$ cat src/rtl/bpm_pkg.sv
// bpm_pkg: shared types and constants for the BPM display driver.
// Holds the converter state encoding, digit select, and 7-segment decode.
package bpm_pkg;

   typedef enum logic [1:0] {ST_IDLE, ST_CONVERT, ST_COMMIT} state_e;
   typedef enum logic [1:0] {SEL_ONES, SEL_TENS, SEL_HUNDREDS} sel_e;

   localparam logic [6:0] SEG_BLANK = 7'h7F;
   localparam logic [2:0] AN_OFF    = 3'b111;

   // Active-low {g,f,e,d,c,b,a}; anything outside 0..9 stays dark.
   function automatic logic [6:0] seg_decode(input logic [3:0] d);
      case (d)
         4'd0:    return 7'h40;
         4'd1:    return 7'h79;
         4'd2:    return 7'h24;
         4'd3:    return 7'h30;
         4'd4:    return 7'h19;
         4'd5:    return 7'h12;
         4'd6:    return 7'h02;
         4'd7:    return 7'h78;
         4'd8:    return 7'h00;
         4'd9:    return 7'h10;
         default: return SEG_BLANK;
      endcase
   endfunction

   function automatic logic [3:0] dd_adjust(input logic [3:0] n);
      return (n >= 4'd5) ? n + 4'd3 : n;
   endfunction

endpackage

$ cat src/rtl/bin2bcd_seq.sv
// bin2bcd_seq: sequential double-dabble, 8-bit binary to 3 BCD digits in 8 shifts.
// A start in any state reloads the register, so the most recent value always wins.
module bin2bcd_seq
   import bpm_pkg::*;
(
   input  logic        clk,
   input  logic        rst_n,
   input  logic        start,
   input  logic [7:0]  bin,
   output logic        busy,
   output logic        done,
   output logic [11:0] bcd
);

   state_e      state_q, state_d;
   logic [19:0] sr_q, sr_d, adj;
   logic [2:0]  cnt_q, cnt_d;

   assign adj = {dd_adjust(sr_q[19:16]), dd_adjust(sr_q[15:12]), dd_adjust(sr_q[11:8]), sr_q[7:0]};

   always_comb begin
      state_d = state_q;
      sr_d    = sr_q;
      cnt_d   = cnt_q;
      if (start) begin
         state_d = ST_CONVERT;
         sr_d    = {12'b0, bin};
         cnt_d   = '0;
      end else if (state_q == ST_CONVERT) begin
         sr_d    = {adj[18:0], 1'b0};
         cnt_d   = cnt_q + 3'd1;
         state_d = (cnt_q == 3'd7) ? ST_COMMIT : ST_CONVERT;
      end else if (state_q == ST_COMMIT) begin
         state_d = ST_IDLE;
      end
   end

   always_ff @(posedge clk or negedge rst_n) begin
      if (!rst_n) begin
         state_q <= ST_IDLE;
         sr_q    <= '0;
         cnt_q   <= '0;
      end else begin
         state_q <= state_d;
         sr_q    <= sr_d;
         cnt_q   <= cnt_d;
      end
   end

   assign busy = (state_q != ST_IDLE);
   assign done = (state_q == ST_COMMIT);
   assign bcd  = sr_q[19:8];

endmodule

$ cat src/rtl/bpm_display_driver.sv
// bpm_display_driver: converts a BPM value to BCD and multiplexes it onto a
// 3-digit common-anode 7-segment display with leading-zero blanking.
module bpm_display_driver
   import bpm_pkg::*;
#(
   parameter int CLK_FREQ_HZ = 10_000_000,
   parameter int DIGIT_HZ    = 1_000
) (
   input  logic       clk,
   input  logic       rst_n,
   input  logic [7:0] bpm_in,
   input  logic       bpm_load,
   output logic [6:0] seg_n,
   output logic [2:0] an_n,
   output logic       busy,
   output logic       done
);

   localparam int DIGIT_PERIOD = CLK_FREQ_HZ / DIGIT_HZ;
   localparam int CW = (DIGIT_PERIOD > 1) ? $clog2(DIGIT_PERIOD) : 1;

   logic [11:0]   bcd, dig_q, dig_d;
   logic          conv_done, blank_q, wrap, dark;
   logic [CW-1:0] scan_q, scan_d;
   sel_e          sel_q, sel_d;
   logic [3:0]    nib;
   logic [6:0]    seg_q, seg_d;
   logic [2:0]    an_q, an_d;

   bin2bcd_seq u_conv (
      .clk   (clk),
      .rst_n (rst_n),
      .start (bpm_load),
      .bin   (bpm_in),
      .busy  (busy),
      .done  (conv_done),
      .bcd   (bcd)
   );

   always_comb begin
      dig_d  = conv_done ? bcd : dig_q;
      wrap   = (scan_q == CW'(DIGIT_PERIOD - 1));
      scan_d = wrap ? '0 : scan_q + CW'(1);
      sel_d  = !wrap ? sel_q : (sel_q == SEL_ONES) ? SEL_TENS : (sel_q == SEL_TENS) ? SEL_HUNDREDS : SEL_ONES;
      nib    = (sel_q == SEL_HUNDREDS) ? dig_q[11:8] : (sel_q == SEL_TENS) ? dig_q[7:4] : dig_q[3:0];
      // Leading zeros go dark; the ones digit is only darkened by the blank flag.
      dark   = blank_q | ((sel_q == SEL_HUNDREDS) & ~|dig_q[11:8]) | ((sel_q == SEL_TENS) & ~|dig_q[11:4]);
      seg_d  = dark ? SEG_BLANK : seg_decode(nib);
      an_d   = (sel_q == SEL_HUNDREDS) ? 3'b011 : (sel_q == SEL_TENS) ? 3'b101 : 3'b110;
   end

   always_ff @(posedge clk or negedge rst_n) begin
      if (!rst_n) begin
         dig_q   <= '0;
         blank_q <= 1'b1;
         scan_q  <= '0;
         sel_q   <= SEL_ONES;
         seg_q   <= SEG_BLANK;
         an_q    <= AN_OFF;
      end else begin
         dig_q   <= dig_d;
         blank_q <= (bpm_in == 8'd0);
         scan_q  <= scan_d;
         sel_q   <= sel_d;
         seg_q   <= seg_d;
         an_q    <= an_d;
      end
   end

   assign seg_n = seg_q;
   assign an_n  = an_q;
   assign done  = conv_done;

endmodule

$ cat config.mk
export PLATFORM = sky130hd
export DESIGN_NAME = bpm_display_driver
export DESIGN_NICKNAME = d
export VERILOG_FILES = /design/src/rtl/bpm_pkg.sv /design/src/rtl/bin2bcd_seq.sv /design/src/rtl/bpm_display_driver.sv
export SDC_FILE = /design/constraint.sdc
export NUM_CORES = 1
export LEC_CHECK = 0
export CAP_MARGIN = 20
export CORE_MARGIN = 8
export CORE_UTILIZATION = 45
export CTS_BUF_LIST = sky130_fd_sc_hd__clkbuf_4
export DETAILED_ROUTE_END_ITERATION = 12
export MAX_ROUTING_LAYER = met4
export PLACE_DENSITY = 0.65
export SYNTH_ARGS = -nofsm -noshare
export SYNTH_HDL_FRONTEND = slang
export SYNTH_SLANG_ARGS = --single-unit
$ cat constraint.sdc
create_clock -name clk -period 2.2 [get_ports clk]
set_input_delay 0.33 -clock clk [delete_from_list [all_inputs] [get_ports clk]]
set_output_delay 0.33 -clock clk [all_outputs]
set_load 0.01 [all_outputs]
* Word level (Yosys, flattened, before mapping) *
Memories as Yosys holds them, arrays and structs flattened.
Cells that the tools add are included.

cells by class
  reduce and logical (&&, ||, !) cells = 9
  eq/ne operators = 6
  add/subtract/negate cells = 5
  bitwise logic cells = 4
  magnitude comparators = 3
  muxes and demuxes = 19

operators with widths
  cell                                                                                 count
  20-bit two-way mux                                                                   2
  4-bit two-way mux                                                                    4
  14-bit by 1-bit adder with 14-bit output, second input constant                      1
  14-bit == test, second input constant                                                1
  14-bit two-way mux                                                                   1
  2-bit two-way mux                                                                    7
  4-bit by 3-bit greater-or-equal comparator with 1-bit output, second input constant  3
  3-bit two-way mux                                                                    4
  4-bit by 2-bit adder with 4-bit output, second input constant                        2
  8-bit logical NOT                                                                    1
  8-bit OR reduction                                                                   1
  7-bit two-way mux                                                                    1
  2-bit by 1-bit == test with 1-bit output, second input constant                      2
  2-bit == test, second input constant                                                 2
  2-bit nonzero test                                                                   2
  4-bit OR reduction                                                                   1
  3-bit by 1-bit adder with 3-bit output, second input constant                        1
  3-bit by 2-bit adder with 3-bit output, second input constant                        1
  3-bit == test, second input constant                                                 1
  3-bit nonzero test                                                                   1
  1-bit bitwise AND                                                                    2
  1-bit logical NOT                                                                    2
  2-bit logical NOT                                                                    1
  1-bit OR                                                                             2

word-level totals
  flip-flop bits (word level) = 64
  memories kept = 1
  bits in read-only memories = 112
  input port bits = 11
  logic and storage cells = 56

memories
  memory            words  bits a word  rd ports  clocked after Yosys merged registers in  wr ports  RTL line       text
  (name not given)  16     7            1         0                                        0         bpm_pkg.sv:13  case (d)

* Logic depth before layout (Yosys ltp) *
  depth in word-level cells = 6
  mapped depth = 10
  depth with buffers taken out = 9

* Hierarchy *
Synthesis repeated with hierarchy kept, for this count alone.

second synthesis, totals
  cell total of the unflattened synthesis = 299
  area, all modules = 3,208.1 µm²

modules (own cells, without submodules)
  module              area each (µm²)  cells an instance  times used  sequential area each (µm²)
  bpm_display_driver  1,810.5          157                1           989.7
  bin2bcd_seq         1,397.6          142                1           625.6

* Least setup slack after synthesis *
No wires, ideal clock.

  path kind = reg2reg
  start point = register sel_q[1]
  end point = register seg_q[3] (netlist: seg_n[3])
  clock period less this slack = 1.771 ns
  arrival time = 1.669 ns
  setup time = 0.102 ns
  stages on the path, launching flop included = 11
  required time = 2.098 ns
  path slack = 0.429 ns
  cell sequence = dfrtp_1 inv_1 ha_1 buf_4 mux2i_1 o21a_1 inv_1 ha_1 inv_1 o21ai_0 nand4_1

between the ends
  word-level cells in the longest chain between the ends = 5

RTL lines
  what                                                                       RTL line                                            text
  start, declared                                                            bpm_display_driver.sv:25                            sel_e sel_q, sel_d;
  start signal, assigned                                                     bpm_display_driver.sv:64                            sel_q <= sel_d;
  2-bit by 1-bit == test with 1-bit output or 2-bit == test (tied branches)  bpm_display_driver.sv:45, bpm_display_driver.sv:47
  4-bit two-way mux or 1-bit bitwise AND (tied branches)                     bpm_display_driver.sv:45, bpm_display_driver.sv:47
  4-bit two-way mux or 1-bit OR (tied branches)                              bpm_display_driver.sv:45, bpm_display_driver.sv:47
  memory read 16 x 7 bit or 1-bit OR (tied branches)                         n/a
  7-bit two-way mux (*)                                                      bpm_display_driver.sv:48                            seg_d = dark ? SEG_BLANK : seg_decode(nib);
  named net seg_d[3]                                                         bpm_display_driver.sv:27                            logic [6:0] seg_q, seg_d;
  end signal, assigned                                                       bpm_display_driver.sv:65                            seg_q <= seg_d;
  end, declared                                                              bpm_display_driver.sv:27

The timed path passes the listed nets; every way through them passes the cells marked *.
A chain may end at the register's enable or synchronous reset.

* Worst setup path in the final report *
Ends and elaborated chain as after synthesis.

==> impl_metrics.tcl <==
set metrics [dict create \
    clk_pin_slew_ns 0.11 \
    peakVddDrop_mv 0.295 \
    antenna_found_initial 0 \
    holdCritPathClass "input pin to asynchronous set/reset pin" \
    fin_setup_tns_ns 0 \
    hold_violations 0 \
    routabilityCongestion 0.841 \
    final_cell_area_sq_um 3520 \
    grt_use_met3 0.0317 \
    fp.dieW_um 98.7 \
    rsz0062_at_grt "false" \
    arrival_ns 2.25 \
    ys_types 37 \
    start_util 0.458 \
    ys_warn_count 0 \
    synth_seq_area_share 0.525 \
    async_flop_share 1.00 \
    rows 30 \
    syn_nets 330 \
    critPathCaptureType "flip-flop" \
    fp.dieH_um 98.7 \
    grt_max_degree 44 \
    cp.required_ns 2.50 \
    power.leakage_nw 1.61 \
    met1_usage 0.147 \
    grt_util_all_layers 0.125 \
    yosysTopAreaCellShare 0.431 \
    setup_viol 0 \
    core_sq_um 6720 \
    die_area_sq_um 9740 \
    overflow 0 \
    slew-limit-headroom 0.599 \
    yosys.area.top_type "dfrtp_1" \
    worstPathMaxFanout 6 \
    reg2reg_from "sel_q[1]" \
    post_dp_cell_area_sq_um 3380 \
    powerDensity_nw_per_um2 602 \
    maxCapViolations 0 \
    post-route-period-util 0.889 \
    reg2reg_to "seg_n[3]" \
    viasPerCell 5.11 \
    io_pins 23 \
    grt_use_met2 0.197 \
    post-route-util 0.524 \
    busiest_layer "met2" \
    dp_hpwl_mm 3.74 \
    insertion_delay_ns 0.40 \
    synth_flop_cell "dfrtp_1" \
    first_iter_violations 58 \
    drc_errors 0 \
    cts_buffers 9 \
    ff2ff_setup_slack_ns 0.24 \
    synthTopCellsByArea "dfrtp_1, dfstp_2, nand2_1" \
    finClkSkew_ns 0.00976 \
    cp-start-kind "flip-flop" \
    p_total_mw 2.12 \
    htree_num_levels 3 \
    r2r_cells 9 \
    fin_nets 356 \
    syn-cell-area_sq_um 3080 \
    area_delta_synth_final_pct 14.5 \
    grt_pass1_vias 2153 \
    numPortBuffers 22 \
    grt_pass1_wl_mm 9.76 \
    wire_per_inst_um 13.0 \
    max_freq_mhz 511 \
    cts_sinks 64 \
    antennaDiodeCount 0 \
    syn_avg_cell_area_sq_um 10.1 \
    tightest_slew_ns 0.602 \
    holdWs_ns 0.419 \
    status "complete, no violations" \
    dr.pass1.iters 4 \
    synth-seq-cells 64 \
    period_needed_ns 1.96 \
    synthCells 305 \
    drv_slew 0 \
    post_route_cells_drive_above_1_share 0.137 \
    clockRootBuffer "clkbuf_4" \
    cts_buffer_depth 2 \
    num_vias 2125 \
    routed_wirelength_mm 5.39 \
    synth_edf_count 0 \
    ant_nets 0 \
    cts_tree "done" \
    critPathKind "flip-flop to flip-flop" \
]
cell families (layout without fill, tap and decap cells):
kind of cell / after synthesis / after routing / share of synthesized area
xor gates and xnor gates: 16 / 16 / 0.0455
adders and majority gates: 14 / 14 / 0.0569
DFF: 64 / 64 / 0.525
muxes: 19 / 19 / 0.0642
AOI/OAI and AO/OA: 59 / 59 / 0.104
buffers and inverters: 25 / 56 / 0.0337
and+or+nand+nor: 108 / 108 / 0.171
critical path, stage by stage (launching register included):
cell and delay (ns):
dfrtp_1 0.40, inv_1 0.12, ha_2 0.28, mux2i_1 0.21
o21a_1 0.19, inv_1 0.08, ha_1 0.30, inv_1 0.04
o21ai_0 0.14, nand4_1 0.11
flip-flops by register name, summed over array words and instances, names as in the netlist:
| name | count |
|---|---|
| u_conv.sr_q | 20 |
| scan_q | 14 |
| dig_q | 12 |
| seg_n | 7 |
| an_n | 3 |
| u_conv.cnt_q | 3 |
| sel_q | 2 |
| u_conv.state_q | 2 |
| blank_q | 1 |
metrics by stage:
step | std cells | worst slack (ns)
CTS | 416 | 0.174
floorplan | 305 | 0.429
finish | 416 | 0.243
global route | 416 | 0.0767
global placement | 399 | 0.271
detailed placement | 399 | 0.199
layout make-up:
type,count,area [sq um]
fillers,637,3200
flip-flops and latches,64,1620
repair buffers,27,268
well taps,80,100
inverters,13,48.8
clock buffers,11,82.6
clock inverters,5,47.5
multi-input cells,216,1360
worst max path at each step:
stage                     endpoint  startpoint  cells after the start  slack (ns)
after floorplan           seg_n[3]    sel_q[1]                     10        0.43
after global placement    seg_n[3]    sel_q[1]                      9        0.27
after detailed placement  seg_n[3]    sel_q[1]                      9        0.20
after CTS                 seg_n[3]    sel_q[1]                      9        0.17
after global routing      seg_n[3]    sel_q[1]                      9        0.08
final                     seg_n[3]    sel_q[1]                      9        0.24
power breakdown:
group	leakage, nW	switching, mW	internal (mW)
registers	0.817	0.0206	1.20
clock network	0.0757	0.404	0.362
logic	0.714	0.0719	0.0573
layout by cell type (no fill, tap or decap), types with 3 or more instances in the layout:
cell,instances
or4_1,3
nand3_1,6
clkdlybuf4s50_1,21
xor2_1,7
dfrtp_1,53
dfstp_2,11
buf_4,3
nor2b_1,3
nor3_1,5
a21oi_1,20
nor2_1,20
mux2_2,6
xnor2_1,9
nand2b_1,7
inv_1,13
mux2i_1,13
o21ai_0,31
ha_1,13
nand2_1,48
clkbuf_4,11
Yosys cell counts, types with 2 or more instances:
master / number
dfrtp_1: 53
nand2_1: 48
o21ai_0: 31
a21oi_1: 20
nor2_1: 20
ha_1: 14
inv_1: 13
mux2i_1: 13
dfstp_2: 11
xnor2_1: 9
nand2b_1: 7
xor2_1: 7
clkbuf_1: 6
mux2_2: 6
nand3_1: 6
buf_2: 5
nor3_1: 5
nor2b_1: 3
or4_1: 3
and2_1: 2
and3_2: 2
and4_2: 2
nand4_1: 2
nor4_1: 2
o21a_1: 2
o21ai_2: 2
metal layers:
layer	part of all wire	up-vias	wire length, um
met5	0	-	0
met4	0.019	0	104
met3	0.041	9	221
met2	0.47	30	2510
met1	0.47	1004	2560
li1	-	1082	-
timing repair:
item / 4_1_cts / 5_1_grt
hold buffers: 1 / 0
setup endpoints to repair: 0 / 1
resized for setup: 0 / 1
buffers inserted: 0 / 0
endpoints found under the hold margin: 11 / 0
Power figures use the tool's default switching activity.
==> variant, RTL diff (same flow settings) <==
`DIGIT_HZ`: 1_000 -> 500.
--- a/src/rtl/bpm_display_driver.sv
+++ b/src/rtl/bpm_display_driver.sv
@@ -6,3 +6,3 @@
    parameter int CLK_FREQ_HZ = 10_000_000,
-   parameter int DIGIT_HZ    = 1_000
+   parameter int DIGIT_HZ    = 500
 ) (
Formal check against the unedited RTL: same outputs for any inputs over 10 cycles, from zero or initial values and one cycle with rst_n low; that may be too few to reach the edited logic, so the function may still have changed.
==> variant against the unedited design <==
Synthesized cell count grew 0.33%. Worst setup slack better by 0.0037 ns. Sequential cell count increased by 1. Core utilization up 0.89 points. Critical path depth decreased by 6. Global-route usage is 0.29 points higher. Combinational power barely moved. Via count is 1.8% higher. Wire length grew 3.6%. Area after synthesis is 2.3% higher. Total power increased by 1.2%. Design area grew 2.8%.
==> variant: results (changes against the unedited design) <==
<table>
<tr><th>Metric</th><th>Value</th></tr>
<tr><th colspan="2">Synth</th></tr>
<tr><td>Synth top cells by count</td><td>54 x sky130_fd_sc_hd__dfrtp_1, 47 x sky130_fd_sc_hd__nand2_1, 26 x sky130_fd_sc_hd__o21ai_0, 20 x sky130_fd_sc_hd__a21oi_1, 18 x sky130_fd_sc_hd__nor2_1</td></tr>
<tr><td>XOR/XNOR share of the synthesized area</td><td>0.05284 (+0.007312)</td></tr>
<tr><td>Compound-cell area share of the yosys netlist</td><td>0.1025 (-0.001562)</td></tr>
<tr><td>Number of distinct library cells after synthesis</td><td>41 (+11%)</td></tr>
<tr><td>Sequential-to-total area share from yosys stat</td><td>0.5209 (-0.003939)</td></tr>
<tr><td>Synthesized instance count</td><td>306 (+0.33%)</td></tr>
<tr><td>Post-synth net total</td><td>331 (+0.30%)</td></tr>
<tr><th colspan="2">Power</th></tr>
<tr><td>Worst vdd ir</td><td>0.3768 mV (+28%)</td></tr>
<tr><td>Leakage power summed over all cells</td><td>1.630 nW (+1.5%)</td></tr>
<tr><th colspan="2">Detailed routing</th></tr>
<tr><td>Via count</td><td>2,164 (+1.8%)</td></tr>
<tr><td>Total wire length</td><td>5.588 mm (+3.6%)</td></tr>
<tr><td>Per-cell via count in the routed design</td><td>4.975 (-2.6%)</td></tr>
<tr><td>Drt first-iter violations</td><td>69 (+19%)</td></tr>
<tr><th colspan="2">Final layout</th></tr>
<tr><td>Largest registers ranked by flip-flop count</td><td>u_conv.sr_q: 20 flops, scan_q: 15 flops, dig_q: 12 flops</td></tr>
<tr><td>Layout cells sized above 1</td><td>0.1504 (+0.01354)</td></tr>
<tr><th colspan="2">Global route</th></tr>
<tr><td>Wire length of the first global-routing pass</td><td>9.901 mm (+1.5%)</td></tr>
<tr><td>Maximum number of pins on one net before global-route repair</td><td>46 (+4.5%)</td></tr>
<tr><th colspan="2">Setup path</th></tr>
<tr><td>Critical path's largest stage delay</td><td>0.53 ns (+0.13 ns)</td></tr>
<tr><td>Cell at the slowest stage of the critical path</td><td>sky130_fd_sc_hd__clkdlybuf4s50_1</td></tr>
<tr><td>Data arrival, critical path</td><td>1.62 ns (-0.63 ns)</td></tr>
<tr><th colspan="2">Placement</th></tr>
<tr><td>Post-Place Setup Slack</td><td>0.1535 ns (-0.04501 ns)</td></tr>
<tr><td>Last weighted congestion value of the routability-driven placer</td><td>0.8138 (-3.2%)</td></tr>
<tr><td>Detailed-placement wirelength estimate</td><td>3.862 mm (+3.2%)</td></tr>
<tr><th colspan="2">Timing</th></tr>
<tr><td>Headroom to the max-slew limit</td><td>0.5967 (-0.001837)</td></tr>
<tr><th colspan="2">Run status</th></tr>
<tr><td>Status</td><td>completed</td></tr>
</table>
## variant: cell count changes after synthesis, moves of 2 or more
cell	unedited run	this run
sky130_fd_sc_hd__o21ai_2	2	0
sky130_fd_sc_hd__nor3_1	5	3
sky130_fd_sc_hd__buf_6	0	2
sky130_fd_sc_hd__xnor2_1	9	11
sky130_fd_sc_hd__o21ai_4	0	2
sky130_fd_sc_hd__clkbuf_1	6	4
sky130_fd_sc_hd__nand4_1	2	4
sky130_fd_sc_hd__o21ai_0	31	26
sky130_fd_sc_hd__nor2_2	0	2
sky130_fd_sc_hd__o21ai_1	0	4
sky130_fd_sc_hd__nor2_1	20	18
## variant: cell type report
| type | instances | area [sq um] |
|---|---|---|
| clock inverters | 5 | 46.29 |
| flip-flops and latches | 65 | 1640 |
| repair buffers | 29 | 282.8 |
| multi-input cells | 216 | 1403 |
| fillers | 613 | 3171 |
| well taps | 96 | 120.1 |
| clock buffers | 11 | 82.58 |
| inverters | 13 | 48.80 |
## variant: routing by layer
metal,up-vias,GRT usage,part of all wire
li1,1092,-,-
met1,1033,0.1536,0.49
met2,29,0.1973,0.45
met3,10,0.03142,0.034
met4,0,0.06636,0.018
met5,-,-,0
## variant: logic make-up after synthesis
kind of cell,after synthesis
xor gates and xnor gates,19
buffers and inverters,25
adders and majority gates,14
and+or+nand+nor,108
muxes,18
DFF,65
AOI/OAI and AO/OA,57
## variant: worst paths after layout
path | from | endpoint | slack [ns] | cells past startpoint
max | u_conv.state_q[0] | done | 0.25 | 3
min | rst_n | dig_q[10] | 0.42 | 2
min reg2reg | scan_q[11] | scan_q[11] | 0.50 | 1
max reg2reg | sel_q[1] | seg_n[3] | 0.28 | 9
max in group asynchronous | rst_n | blank_q | 1.10 | 3
min in group clk | scan_q[11] | scan_q[11] | 0.50 | 1
## variant: worst max-delay path, delay by kind of cell, from the launching register on
kind	cells	cell delay, ns
buf+inv	2	0.60
flops	1	0.43
simple gates	1	0.21
## variant: power breakdown
group | total (mW) | leakage (nW) | switching, mW | internal (mW)
Combinational | 0.129 | 0.726 | 0.0715 | 0.0577
Clock | 0.773 | 0.0734 | 0.412 | 0.360
Sequential | 1.24 | 0.831 | 0.0206 | 1.22
Total | 2.15 | 1.63 | 0.505 | 1.64
## variant: timing repair
| item | CTS | global route |
|---|---|---|
| gates resized for setup | 0 | 2 |
| endpoints found under the setup margin | 0 | 1 |
| hold endpoints to repair | 10 | 0 |
| hold buffers | 1 | 0 |
